File: config.mk
export PLATFORM = sky130hd
export DESIGN_NAME = branch_unit
export DESIGN_NICKNAME = d
export VERILOG_FILES = /design/src/rtl/branch_unit.sv
export SDC_FILE = /design/constraint.sdc
export NUM_CORES = 1
export LEC_CHECK = 0
export CORE_MARGIN = 2
export CORE_UTILIZATION = 49
export DETAILED_ROUTE_END_ITERATION = 7
export PLACE_DENSITY_LB_ADDON = 0.08
export SLEW_MARGIN = 20
export SYNTH_ARGS = -nofsm -noshare
export SYNTH_HDL_FRONTEND = slang
export SYNTH_SLANG_ARGS = --single-unit
File: constraint.sdc
create_clock -name clk -period 2.5 [get_ports clk]
set_input_delay 0.5 -clock clk [delete_from_list [all_inputs] [get_ports clk]]
set_output_delay 0.5 -clock clk [all_outputs]
set_load 0.02 [all_outputs]
File: src/rtl/branch_unit.sv
// Resolves conditional branches against a target LUT and drives PC redirect (jumpEnable/jump/flush).
// Redirect one cycle after accept; accepts at most every other cycle, branch_valid dropped while busy.
module branch_unit #(
    parameter int ADDR_W    = 8,
    parameter int LUT_DEPTH = 16,
    parameter int IDX_W     = $clog2(LUT_DEPTH)
) (
    input  logic              clk,
    input  logic              reset,
    input  logic              branch_valid,
    input  logic [1:0]        branch_cond,
    input  logic [IDX_W-1:0]  lut_index,
    input  logic              flag_zero,
    input  logic              flag_neg,
    input  logic [ADDR_W-1:0] count,
    input  logic              lut_we,
    input  logic [IDX_W-1:0]  lut_waddr,
    input  logic [ADDR_W-1:0] lut_wdata,
    output logic              jumpEnable,
    output logic [ADDR_W-1:0] jump,
    output logic              flush,
    output logic              busy,
    output logic [7:0]        taken_count
);

    localparam logic [0:0] S_IDLE    = 1'b0;
    localparam logic [0:0] S_RESOLVE = 1'b1;

    localparam logic [1:0] C_ALWAYS     = 2'b00;
    localparam logic [1:0] C_IF_ZERO    = 2'b01;
    localparam logic [1:0] C_IF_NONZERO = 2'b10;
    localparam logic [1:0] C_IF_NEG     = 2'b11;

    logic [0:0]        state_q, state_d;
    logic [1:0]        cond_q, cond_d;
    logic              zero_q, zero_d;
    logic              neg_q, neg_d;
    logic [ADDR_W-1:0] target_q, target_d;
    logic [7:0]        taken_cnt_q, taken_cnt_d;
    logic [ADDR_W-1:0] lut_q [LUT_DEPTH];

    logic              accept;
    logic              taken;
    logic              redirect;
    logic [ADDR_W-1:0] lut_rdata;

    assign accept = (state_q == S_IDLE) && branch_valid;

    // Write-first bypass so a same-cycle write to the looked-up entry is seen at accept.
    always_comb begin
        lut_rdata = lut_q[lut_index];
        if (lut_we && (lut_waddr == lut_index)) begin
            lut_rdata = lut_wdata;
        end
    end

    always_comb begin
        taken = 1'b0;
        case (cond_q)
            C_ALWAYS:     taken = 1'b1;
            C_IF_ZERO:    taken = zero_q;
            C_IF_NONZERO: taken = !zero_q;
            C_IF_NEG:     taken = neg_q;
            default:      taken = 1'b0;
        endcase
    end

    assign redirect = (state_q == S_RESOLVE) && taken && !reset;

    always_comb begin
        state_d     = S_IDLE;
        cond_d      = cond_q;
        zero_d      = zero_q;
        neg_d       = neg_q;
        target_d    = target_q;
        taken_cnt_d = taken_cnt_q;
        case (state_q)
            S_IDLE: begin
                if (accept) begin
                    state_d  = S_RESOLVE;
                    cond_d   = branch_cond;
                    zero_d   = flag_zero;
                    neg_d    = flag_neg;
                    target_d = lut_rdata;
                end
            end
            S_RESOLVE: begin
                state_d = S_IDLE;
                if (redirect && (taken_cnt_q != 8'hFF)) begin
                    taken_cnt_d = taken_cnt_q + 8'd1;
                end
            end
            default: state_d = S_IDLE;
        endcase
    end

    always_ff @(posedge clk) begin
        if (reset) begin
            state_q     <= S_IDLE;
            cond_q      <= 2'b00;
            zero_q      <= 1'b0;
            neg_q       <= 1'b0;
            target_q    <= '0;
            taken_cnt_q <= 8'd0;
        end else begin
            state_q     <= state_d;
            cond_q      <= cond_d;
            zero_q      <= zero_d;
            neg_q       <= neg_d;
            target_q    <= target_d;
            taken_cnt_q <= taken_cnt_d;
        end
    end

    always_ff @(posedge clk) begin
        if (reset) begin
            for (int i = 0; i < LUT_DEPTH; i++) begin
                lut_q[i] <= '0;
            end
        end else if (lut_we) begin
            lut_q[lut_waddr] <= lut_wdata;
        end
    end

    // Offset wraps mod 2^ADDR_W so count + jump lands exactly on the target.
    assign jump        = redirect ? (target_q - count) : '0;
    assign jumpEnable  = redirect;
    assign flush       = redirect;
    assign busy        = (state_q == S_RESOLVE);
    assign taken_count = taken_cnt_q;

endmodule

==> impl_metrics.ini <==
[cts]
cts-root-to-sink-buffers = 2
holdBufCountCts = 0
clock_tree_from_tritoncts = yes
clock_sinks = 149
clk_transition_reported_paths_ns = 0.06
cts_max_level = 4
numCtsBuffers = 17
clock_tree.root_cell = sky130_fd_sc_hd__clkbuf_16
clk-insertion-delay-late_ns = 0.42

[placement]
dp_hpwl_um = 11100
port-buffer-count = 50
place_congestion = 0.795
pre_cts_slack_ns = -0.909

[logic_synthesis]
syn-mean-instance-area_um2 = 13.9
yosys_most_used_dff = sky130_fd_sc_hd__edfxtp_1
synth.yosys.seq_area_share_pct = 57.9
synth-warning-count = 0
netlist-cell-type-count = 46
synth_cells = 531
synth-seq-cells = 149
postSynthNetCount = 572
synthesis.area_um2 = 7370
edff_count_synth = 128
share_of_synthesized_registers_carrying_an_async_set_or_reset_pct = 0

[setup_path]
crit_path_max_fanout = 2
path_delay_family = adder cells
worst_path_max_delay_cell = sky130_fd_sc_hd__fa_2
cp.arrival_ns = 2.10
worstPathBufferInverterCount = 4
worst_setup_path_end_kind = output pin
start_kind = flop
cp_slowest_stage_delay_ns = 0.33
critical_path_class = flop to output pin
critical_path_required_time_ns = 2.00
cp_cell_sequence = inv_2 > ha_4 > inv_2 > fa_2 > a21o_1 > a21oi_2 > buf_4 > xor2_2 > nor2_1 > buf_4

[die]
die_area_um2 = 16000
die_x_extent_um = 127
die_h_um = 127
floorplan.rows = 44
core_region_area_um2 = 14600
initial_utilization_pct = 50.5
ios = 51

[power]
maximum_resistive_drop_on_vdd_uv = 454
total_power_mw = 5.84
power.static_leakage_nw = 3.40
p_per_area_nw_per_um2 = 654

[sta]
actual_slew_at_the_worst_max_slew_pin_ns = 0.757
maxSlewHeadroom_pct = 49.4
finalWorstSetupSlack_ns = -0.0961
finClkSkew_ns = 0.00914
rsz0062_at_grt = true
final-max-slew-violation-count = 0
final.hold.worst_slack_ns = 0.480
period_utilization_post_route_pct = 104
finalHoldViolCount = 0
period_needed_ns = 2.60
fmax_ghz = 0.385
report.final.setup_viol = 2

[grt]
grt.overflow.total = 0
first_global_vias = 4715
maximum_number_of_pins_on_one_net_before_global_route_repair = 35
grt_pass1_wl_um = 26100
global_route.usage.total_pct = 22.0
antenna_found_initial = 0

[status]
result_of_the_run = finished with violations
failed_checks = setup timing

[routing]
via_per_inst = 5.50
wl_um = 16400
first_iter_violations = 248
detail_route.first_pass.iterations = 4
detailroute.via_count = 4521
drc_errors = 0
route.detailed.wl_per_inst_um = 20.0
antenna_violating_nets_post_route = 0

[flow_run]
drv.max_cap_violation_count = 0

[layout]
total_area_of_multi_input_combinational_cells_um2 = 2970
most_frequent_cells_in_the_layout = 129 x sky130_fd_sc_hd__and2_1, 128 x sky130_fd_sc_hd__edfxtp_1, 55 x sky130_fd_sc_hd__buf_4
layout.cells.most_common = sky130_fd_sc_hd__and2_1
final_util_pct = 61.2
area_growth_syn_to_layout_pct = 21.1
num_antenna_cells = 0
drive_gt1_share_pct = 24.1
finalNetCount = 666
fillCellCount = 1122
ff_latch_area_um2 = 4270

[worst_hold_path]
hold_class = flop to flop
-- cells in the mapped netlist (2+ instances only) --
library cell	instances	share of area [%]
sky130_fd_sc_hd__buf_6	3	0.46
sky130_fd_sc_hd__nor2b_1	10	0.85
sky130_fd_sc_hd__mux4_2	16	4.9
sky130_fd_sc_hd__mux2i_1	14	1.9
sky130_fd_sc_hd__ha_1	8	1.4
sky130_fd_sc_hd__inv_1	12	0.61
sky130_fd_sc_hd__clkbuf_1	14	0.71
sky130_fd_sc_hd__dfxtp_1	21	5.7
sky130_fd_sc_hd__and4_1	3	0.36
sky130_fd_sc_hd__clkbuf_8	5	0.93
sky130_fd_sc_hd__a211oi_1	16	1.6
sky130_fd_sc_hd__a41o_1	2	0.27
sky130_fd_sc_hd__a21oi_1	9	0.61
sky130_fd_sc_hd__nand2b_1	9	0.76
sky130_fd_sc_hd__or2_2	16	1.4
sky130_fd_sc_hd__buf_4	3	0.31
sky130_fd_sc_hd__mux4_1	16	5.7
sky130_fd_sc_hd__nand2_1	19	0.97
sky130_fd_sc_hd__or3_1	2	0.17
sky130_fd_sc_hd__o21a_1	3	0.31
sky130_fd_sc_hd__a221o_1	8	1.1
sky130_fd_sc_hd__a21o_1	2	0.20
sky130_fd_sc_hd__xnor2_1	4	0.48
sky130_fd_sc_hd__nand3_1	2	0.14
sky130_fd_sc_hd__and2_1	129	11
sky130_fd_sc_hd__xor2_1	5	0.59
sky130_fd_sc_hd__nor3_1	8	0.54
sky130_fd_sc_hd__nor2_1	24	1.2
sky130_fd_sc_hd__o21ai_0	3	0.20
sky130_fd_sc_hd__edfxtp_1	128	52
sky130_fd_sc_hd__buf_12	2	0.54
-- tightest hold or removal path: cells and delay by family, from the launching register on --
family / cells / cell delay, ns
AO/OA/AOI/OAI: 1 / 0.06
flip-flops: 1 / 0.31
AND/OR/NAND/NOR: 1 / 0.06
-- where the power goes --
| part | leakage (nW) | total (mW) | internal [mW] | switching [mW] |
|---|---|---|---|---|
| sequential | 1.39 | 2.88 | 2.84 | 0.0466 |
| combinational | 1.74 | 0.659 | 0.329 | 0.330 |
| clock | 0.265 | 2.29 | 1.37 | 0.928 |
| total | 3.40 | 5.84 | 4.53 | 1.30 |
-- logic make-up after synthesis --
family          Yosys count  share of synthesized area (%)
simple gates            228                           18.1
compound gates           48                           4.93
xor+xnor                  9                           1.07
buf+inv                  41                           3.70
flops                   149                           57.9
fa+ha+maj                 9                           1.63
mux                      47                           12.7
-- cell type report --
cell class,count,share of cell area [%]
clock buffer,27,5.64
clock inverter,5,0.280
inverter,12,0.505
multi-input combinational,341,33.2
sequential,149,47.9
tap,184,2.58
timing repair buffer,104,9.90
-- registers in the layout, indices dropped and copies added, names as in the netlist --
| register | cells |
|---|---|
| busy | 1 |
| target_q | 8 |
| lut_q | 128 |
| neg_q | 1 |
| taken_count | 8 |
| zero_q | 1 |
| cond_q | 2 |
-- worst paths after layout --
check,start,end,slack (ns),depth (start not counted)
worst min register to register,neg_q,neg_q,0.48,2
worst min-delay path,neg_q,neg_q,0.48,2
worst max register to register,lut_q[1][0],target_q[0],0.71,5
worst max-delay path,target_q[0],jump[4],-0.1,10
-- layer usage --
metal | vias up | share of wire (%) | track usage [%] | routed length, µm
met3 | 20 | 6.6 | 5.61 | 1080
met2 | 139 | 48 | 35.5 | 7880
met1 | 2213 | 43 | 29.3 | 7080
met4 | 0 | 2.4 | 7.43 | 389
met5 | - | 0 | 0 | 0
li1 | 2149 | - | - | -
-- per-stage QoR --
step                setup TNS (ns)  area [µm²]  std cells
floorplan                        0        7370        531
global placement             -5.77        8270        787
detailed placement           -6.16        8270        787
CTS                         -0.427        8910        821
global route                -0.556        8920        822
finish                      -0.189        8920        822
-- timing repair --
action                     4_1_cts  5_1_grt
setup endpoints to repair       10        8
gates resized for setup         75        7
pin swaps                       15        9
setup buffers                    2        1
Note: power is estimated with default switching activity, not from simulation.
